--- config.mk ---
export PLATFORM = sky130hd
export DESIGN_NAME = pad_ctrl_bank
export DESIGN_NICKNAME = d
export VERILOG_FILES = /design/src/rtl/pad_ctrl_pkg.sv /design/src/rtl/pad_ctrl_seq.sv /design/src/rtl/pad_ctrl_bank.sv
export SDC_FILE = /design/constraint.sdc
export NUM_CORES = 1
export LEC_CHECK = 0
export CORE_MARGIN = 2
export CORE_UTILIZATION = 51
export CTS_CLUSTER_DIAMETER = 30
export CTS_CLUSTER_SIZE = 12
export DETAILED_ROUTE_END_ITERATION = 10
export MAX_ROUTING_LAYER = met4
export PLACE_DENSITY = 0.89
export SETUP_SLACK_MARGIN = 0.2
export SLEW_MARGIN = 20
export SYNTH_ARGS = -nofsm -noshare
export SYNTH_HDL_FRONTEND = slang
export SYNTH_SLANG_ARGS = --single-unit
--- constraint.sdc ---
create_clock -name wb_clk_i -period 14.1 [get_ports wb_clk_i]
set_input_delay 2.82 -clock wb_clk_i [delete_from_list [all_inputs] [get_ports wb_clk_i]]
set_output_delay 2.82 -clock wb_clk_i [all_outputs]
set_load 0.03 [all_outputs]
--- src/rtl/pad_ctrl_pkg.sv ---
// Shared types and register map for the pad control bank.
package pad_ctrl_pkg;

    typedef enum logic [1:0] {
        IDLE  = 2'd0,
        APPLY = 2'd1,
        DONE  = 2'd2
    } state_e;

    localparam logic [11:0] CTRL_OFS = 12'h100;
    localparam logic [11:0] STAT_OFS = 12'h104;

    localparam int unsigned PAD_OEN_BIT = 0;
    localparam int unsigned PAD_REN_BIT = 1;

endpackage

--- src/rtl/pad_ctrl_seq.sv ---
// Commit sequencer: walks the pads and emits per-pad load strobes.
// PAD_CTRL_STAGGER_EN selects staggered loading; otherwise all pads load at once.
module pad_ctrl_seq
    import pad_ctrl_pkg::*;
#(
    parameter int unsigned NUM_PADS = 44,
    parameter int unsigned STAGGER  = 4
)(
    input  logic                clk,
    input  logic                rst,
    input  logic                i_start,
    output logic [NUM_PADS-1:0] o_load_c,
    output logic                o_busy_c,
    output logic                o_done_c
);

    state_e r_state, w_state_nx;

`ifdef PAD_CTRL_STAGGER_EN
    localparam int unsigned IDX_W = (NUM_PADS > 1) ? $clog2(NUM_PADS) : 1;

    logic [IDX_W-1:0] r_idx, w_idx_nx;
    logic [7:0]       r_gap, w_gap_nx;

    always_ff @(posedge clk or posedge rst) begin
        if (rst) begin
            r_state <= IDLE;
            r_idx   <= '0;
            r_gap   <= '0;
        end else begin
            r_state <= w_state_nx;
            r_idx   <= w_idx_nx;
            r_gap   <= w_gap_nx;
        end
    end

    always_comb begin
        w_state_nx = r_state;
        w_idx_nx   = r_idx;
        w_gap_nx   = r_gap;
        o_load_c   = '0;
        case (r_state)
            IDLE: begin
                if (i_start) begin
                    w_state_nx = APPLY;
                    w_idx_nx   = '0;
                    w_gap_nx   = '0;
                end
            end
            APPLY: begin
                if (r_gap == 8'd0) begin
                    o_load_c[r_idx] = 1'b1;
                    if (r_idx == IDX_W'(NUM_PADS - 1)) begin
                        w_state_nx = DONE;
                    end else begin
                        w_idx_nx = r_idx + IDX_W'(1);
                        w_gap_nx = 8'(STAGGER - 1);
                    end
                end else begin
                    w_gap_nx = r_gap - 8'd1;
                end
            end
            DONE:    w_state_nx = IDLE;
            default: w_state_nx = IDLE;
        endcase
    end
`else
    // Stagger spacing has no meaning when every pad loads in one cycle.
    logic w_unused_cfg;
    assign w_unused_cfg = ^8'(STAGGER);

    always_ff @(posedge clk or posedge rst) begin
        if (rst) r_state <= IDLE;
        else     r_state <= w_state_nx;
    end

    always_comb begin
        w_state_nx = r_state;
        o_load_c   = '0;
        case (r_state)
            IDLE:    if (i_start) w_state_nx = APPLY;
            APPLY: begin
                o_load_c   = '1;
                w_state_nx = DONE;
            end
            DONE:    w_state_nx = IDLE;
            default: w_state_nx = IDLE;
        endcase
    end
`endif

    assign o_busy_c = (r_state != IDLE);
    assign o_done_c = (r_state == DONE);

endmodule

--- src/rtl/pad_ctrl_bank.sv ---
// Wishbone-mapped pad oe_n/re_n shadow bank with a sequenced commit to the active pads.
// Build with PAD_CTRL_STAGGER_EN for staggered per-pad commits.
module pad_ctrl_bank
    import pad_ctrl_pkg::*;
#(
    parameter int unsigned          NUM_PADS = 44,
    parameter int unsigned          STAGGER  = 4,
    parameter logic [NUM_PADS-1:0]  OEN_RST  = 44'h3C0_0FFF_FFBD,
    parameter logic [NUM_PADS-1:0]  REN_RST  = '1,
    parameter logic [19:0]          BASE_ADR = 20'h30006
)(
    input  logic                wb_clk_i,
    input  logic                wb_rst_i,
    input  logic                wbs_stb_i,
    input  logic                wbs_cyc_i,
    input  logic                wbs_we_i,
    input  logic [3:0]          wbs_sel_i,
    input  logic [31:0]         wbs_adr_i,
    input  logic [31:0]         wbs_dat_i,
    output logic                wbs_ack_o,
    output logic [31:0]         wbs_dat_o,
    output logic [NUM_PADS-1:0] oe_n,
    output logic [NUM_PADS-1:0] re_n,
    output logic                commit_done
);

    localparam int unsigned PIDX_W = (NUM_PADS > 1) ? $clog2(NUM_PADS) : 1;

    logic [NUM_PADS-1:0] r_sh_oen, r_sh_ren, r_oen, r_ren, w_load;
    logic                r_ack, r_err;
    logic [31:0]         r_dat, w_rdata;
    logic                w_hit, w_acc, w_wr, w_busy, w_done, w_start;
    logic                w_is_pad, w_is_ctrl, w_is_stat;
    logic [11:0]         w_ofs;
    logic [9:0]          w_word;
    logic [PIDX_W-1:0]   w_pad;
    logic                w_unused;

    assign w_unused = ^{wbs_dat_i[31:2], wbs_sel_i[3:1]};

    // Decode; the ack register blocks acceptance in the cycle after an ack.
    assign w_hit     = wbs_cyc_i && wbs_stb_i && (wbs_adr_i[31:12] == BASE_ADR);
    assign w_acc     = w_hit && !r_ack;
    assign w_wr      = w_acc && wbs_we_i;
    assign w_ofs     = wbs_adr_i[11:0];
    assign w_word    = w_ofs[11:2];
    assign w_pad     = w_word[PIDX_W-1:0];
    assign w_is_pad  = (w_ofs[1:0] == 2'b00) && (w_word < 10'(NUM_PADS));
    assign w_is_ctrl = (w_ofs == CTRL_OFS);
    assign w_is_stat = (w_ofs == STAT_OFS);
    assign w_start   = w_wr && w_is_ctrl && wbs_dat_i[0];

    always_comb begin
        w_rdata = '0;
        if (w_is_pad) begin
            w_rdata[PAD_OEN_BIT] = r_sh_oen[w_pad];
            w_rdata[PAD_REN_BIT] = r_sh_ren[w_pad];
        end else if (w_is_ctrl || w_is_stat) begin
            w_rdata[1:0] = {r_err, w_busy};
        end
    end

    pad_ctrl_seq #(
        .NUM_PADS (NUM_PADS),
        .STAGGER  (STAGGER)
    ) u_seq (
        .clk      (wb_clk_i),
        .rst      (wb_rst_i),
        .i_start  (w_start),
        .o_load_c (w_load),
        .o_busy_c (w_busy),
        .o_done_c (w_done)
    );

    always_ff @(posedge wb_clk_i or posedge wb_rst_i) begin
        if (wb_rst_i) begin
            r_ack <= 1'b0;
            r_dat <= '0;
            r_err <= 1'b0;
        end else begin
            r_ack <= w_acc;
            r_dat <= (w_acc && !wbs_we_i) ? w_rdata : 32'h0;
            if (w_wr && w_is_pad && w_busy)
                r_err <= 1'b1;
            else if (w_wr && w_is_stat && wbs_dat_i[1])
                r_err <= 1'b0;
        end
    end

    // Shadow writes are frozen while a commit is walking the pads.
    always_ff @(posedge wb_clk_i or posedge wb_rst_i) begin
        if (wb_rst_i) begin
            r_sh_oen <= OEN_RST;
            r_sh_ren <= REN_RST;
        end else if (w_wr && w_is_pad && wbs_sel_i[0] && !w_busy) begin
            r_sh_oen[w_pad] <= wbs_dat_i[PAD_OEN_BIT];
            r_sh_ren[w_pad] <= wbs_dat_i[PAD_REN_BIT];
        end
    end

    always_ff @(posedge wb_clk_i or posedge wb_rst_i) begin
        if (wb_rst_i) begin
            r_oen <= OEN_RST;
            r_ren <= REN_RST;
        end else begin
            r_oen <= (r_oen & ~w_load) | (r_sh_oen & w_load);
            r_ren <= (r_ren & ~w_load) | (r_sh_ren & w_load);
        end
    end

    assign wbs_ack_o   = r_ack;
    assign wbs_dat_o   = r_dat;
    assign oe_n        = r_oen;
    assign re_n        = r_ren;
    assign commit_done = w_done;

endmodule

# Yosys cells after proc, flatten, opt, wreduce, memory -nomap -nowiden
# Index checks and enable logic that the tools add are counted.
# totals
ff_bits	182
input_bits	73
word_cells	63
# op_classes
n_lt_le_gt_ge	3
eq_ne	6
muxes	16
n_bitwise	7
reduce_logical	23
# ops
op	count
$and A44 B44 Y44	4
$bwmux W44	2
$or A44 B44 Y44	2
$mux W44	1
$not A44 Y44	1
$eq A12 B9 Y1 const B	2
$eq A20 B18 Y1 const B	1
$logic_and A1 B1 Y1	15
$bmux W1 S6	2
$lt A10 B6 Y1 const B	1
$mux W2	4
$lt A6 B7 Y1 const B	1
$demux W1 S6	1
$ge A6 B1 Y1 const B	1
$mux W1	5
$logic_not A2 Y1	2
$pmux W2 S2	1
$reduce_bool A2 Y1	2
$logic_not A1 Y1	3
$eq A2 B1 Y1 const B	1
$eq A2 B2 Y1 const B	1
$ne A2 B1 Y1 const B	1
$logic_or A1 B1 Y1	1

# Depth between registers and ports, before layout
# logic_depth
ltp_word	8
depth_mapped	7
depth_no_buf	5

# Cells and area by module
# A second synthesis with hierarchy kept.
# unflattened
hier_cells	617
hier_area_um2	8724.6
# modules_own_cells
module	n_inst	cells_each	area_each_um2	seq_area_each_um2
pad_ctrl_bank	1	565	8308.0	4689.5
pad_ctrl_seq	1	52	416.6	50.0

# Worst setup path before layout
# Ideal clock, no wire load.
# synth_timing
kind	input to register
start	input wbs_adr_i[0]
end	register r_sh_oen[36]
setup_time_ns	0.125
t_arrival_ns	4.994
t_required_ns	13.975
path_slack_ns	8.981
cell_stages	6
cell_sequence	or4_4 a2111o_1 buf_4 or4_4 nor2_1 mux2_2
# synth_via
elab_chain_len	5
# synth_lines
element	line	text
start: declaration	pad_ctrl_bank.sv:18	input logic [31:0] wbs_adr_i,
$logic_not A2 Y1	pad_ctrl_bank.sv:48	assign w_is_pad = (w_ofs[1:0] == 2'b00) && (w_word < 10'(NUM_PADS));
$logic_and A1 B1 Y1	pad_ctrl_bank.sv:48	
$logic_and A1 B1 Y1 (3 in series)	pad_ctrl_bank.sv:95	end else if (w_wr && w_is_pad && wbs_sel_i[0] && !w_busy) begin
end signal: indexed assignment	pad_ctrl_bank.sv:96	r_sh_oen[w_pad] <= wbs_dat_i[PAD_OEN_BIT];
end: declaration	pad_ctrl_bank.sv:29	logic [NUM_PADS-1:0] r_sh_oen, r_sh_ren, r_oen, r_ren, w_load;
# Every way passes these cells.
# A chain may end at the register's enable or synchronous reset.

# Final worst setup path
# layout_timing
start	input wbs_adr_i[0]
end	register r_sh_oen[21]
# The elaborated chain is that of the path after synthesis.

==> results.cfg <==
[cts]
cts.clk_slew.worst_paths_ps = 70
cts_htree_levels = 4
clock_tree.root_cell = clkbuf_16
cts.repair_timing.setup_buffer_count = 0
cts_resized = 0
tritoncts = built
cts.path.max_buffers = 2
worst_skew_pair.late_latency_ps = 430
cts.sink_count = 182
tritoncts_buffer_count = 17
cts_hold_repair.buffers = 0

[yosys]
sequential_fraction_of_the_synthesis_area_pct = 55.94
synth_top_family_by_area = simple AND/OR/NAND/NOR gates
synthXorXnorAreaFrac_pct = 0
synth_simple_gate_area_share_pct = 19.33
synthesis.area_um2 = 8473
synthesis.instances = 769
synth_compound_area_share_pct = 1.359
synth-main-ff-cell = dfstp_2
synth.distinct_cells = 44
ys_ff_latch = 182
synth_enable_flop_cells = 0
yosysWarnings = 0
synthAdderAreaFrac_pct = 0
ys_async_sr_fraction_pct = 100.0
synthMuxAreaShare_pct = 18.59
synth.avg_cell_area_um2 = 11.02

[finish]
final_layout_net_count = 955
antenna_cells = 0
areaGrowthSynthToFinish_pct = 22.76
commonest_cells_after_routing_fill_and_taps_aside = 289 x nand2_1, 148 x dfstp_2, 130 x clkdlybuf4s50_1
filler_cell_count_in_the_final_layout = 1275
drive_above_1_share_pct = 35.08
post-route-cell-area_um2 = 10400
commonest_non_fill_non_tap_cell_in_the_layout = nand2_1
post_route_utilization_pct = 63.40
final-instance-count-excl-fill = 1115

[power_and_ir_drop]
power_frac_clock_pct = 43.4
worst_ir_drop_vdd_mv = 0.08558
power.share.sequential_pct = 51.4
power_switching_mw = 0.2428
power_switching_share_pct = 23.79
power-per-cell-area_nw_per_um2 = 98.14
leakage_nw = 4.456
cell_internal_pwr_mw = 0.7779
p_comb_share_pct = 5.3
power_mw = 1.021

[worst_setup_path]
crit_chain = clkdlybuf4s50_1 -> or4_4 -> a2111o_1 -> nor4_2 -> nor2b_1 -> mux2_2
critical_path.reg2reg.startpoint = wbs_ack_o$_DFF_PP0_
critical_path.slowest_cell = nor4_2
maximum_fanout_encountered_on_the_critical_timing_path = 11
setup.worst_path.start_class = primary input
reg2reg_setup_slack_ps = 11090
critical-path-max-stage-delay_ps = 770
crit-reg2reg-capture = r_sh_oen[21]$_DFFE_PP1P_
worstSetupEndpointType = flip-flop
crit_start = wbs_adr_i[0]
ff2ff_path_depth = 5
arrival_ps = 5980
timing.setup.critical_path_class = in2reg
critical_path_required_ps = 14460

[floorplanning]
coreArea_um2 = 16410
die_width_um = 132.9
die-height_um = 132.9
row_count = 47
initial_core_utilization_pct = 51.64
die-area_um2 = 17660
pin_count = 195

[routing]
post_drt_via_cell_ratio = 5.423
drt_first_iter_violations = 412
totalWireLength_um = 20540
ant_nets = 0
post-route-drc-count = 0
drt_first_pass_iters = 5
routed_wire_length_per_instance_um = 18.43
detailroute.via_count = 6047

[placement]
detailed_place_hpwl_um = 13930
place.gp.congestion = 0.9171
placedInstanceArea_um2 = 9833
dp_slack_ps = 8141
numPortBuffers = 131
numPlacedInstances = 1083

[global_routing]
first_global_vias = 6010
antenna_violations_before_repair = 0
grt.total_usage_pct = 24.65
overflow = 0
first_pass_grt_wire_length_um = 32640
largest_net_degree_at_the_start_of_global_routing = 100

[worst_hold_path]
holdPathStages = 2
hold_path_class = reg2reg

[run_status]
outcome = finished, final reports clean

[timing]
finalHoldViolCount = 0
setup-violations-final = 0
postLayoutSetupSlackWorst_ps = 8479
layout_min_cycle_time_ps = 5621
timing_worst_slew_pin_value_ps = 883.7
timing.hold.ws_ps = 453.7
grt_setup_unrepaired = false
max-slew-margin-rel_pct = 41.09
clock_skew_ps = 8.206
max_freq_mhz = 177.9
final_min_period_over_clock_period_pct = 39.87
report.final.slew_viol_count = 0
sum_of_negative_setup_slack_ps = 0

[job]
drv.max_cap_violation_count = 0
## Yosys cell counts, drive strengths merged, types with 2 or more instances
cell | number | area [um^2]
a21oi | 2 | 10.01
buf | 38 | 259.0
clkbuf | 35 | 131.4
dfrtp | 34 | 850.8
dfstp | 148 | 3889
inv | 3 | 11.26
mux2 | 91 | 1025
mux2i | 10 | 100.1
mux4 | 20 | 450.4
nand2 | 289 | 1085
nand2b | 6 | 37.54
nand3 | 10 | 50.05
nand3b | 2 | 15.01
nand4 | 8 | 50.05
nand4b | 2 | 17.52
nor2 | 22 | 92.58
nor2b | 10 | 62.56
nor3 | 5 | 25.02
nor4 | 6 | 77.58
nor4b | 4 | 35.03
o22ai | 3 | 18.77
or3 | 2 | 12.51
or4 | 5 | 52.55
## critical path, delay by kind of cell
family / cells / cell delay, ps
mux: 1 / 380
compound gates: 1 / 630
simple gates: 3 / 1680
buf+inv: 1 / 460
## power groups by stage
stage	logic, mW	clock network (mW)	registers (mW)
after global routing	0.0580	0.473	0.524
after global placement	0.0525	0	0.532
final	0.0537	0.443	0.524
after detailed placement	0.0533	0	0.532
after floorplan	0.0395	0	0.532
after CTS	0.0536	0.451	0.524
## layer usage
metal	up-vias	GRT usage [%]	routed length, um
met5	-	-	0
met4	0	10.04	618
met3	50	4.368	1233
met2	226	39.44	10300
met1	3025	31.32	8389
li1	2746	-	-
## worst max path at each step
stage / to / cells after the start / slack [ps]
floorplan: async pin / 1 / 6580
global placement: r_sh_ren[23]$_DFFE_PP1P_ / 6 / 8160
detailed placement: r_sh_ren[23]$_DFFE_PP1P_ / 6 / 8140
CTS: r_sh_ren[23]$_DFFE_PP1P_ / 6 / 8560
global route: r_sh_oen[21]$_DFFE_PP1P_ / 6 / 8420
finish: r_sh_oen[21]$_DFFE_PP1P_ / 6 / 8480
## layout make-up
type	count	area, um^2	area share, %
flip-flops and latches	182	4740	45.57
multi-input cells	540	3448	33.15
repair buffers	138	1363	13.10
clock buffers	20	456.7	4.391
well taps	220	275.3	2.646
clock inverters	12	102.6	0.9864
inverters	3	16.27	0.1564
## logic make-up after synthesis
| kind of cell | after synthesis |
|---|---|
| DFF | 182 |
| AOI/OAI and AO/OA | 15 |
| other | 1 |
| and+or+nand+nor | 374 |
| buffers and inverters | 76 |
| muxes | 121 |
No activity file was read; power rests on OpenSTA's default activity.
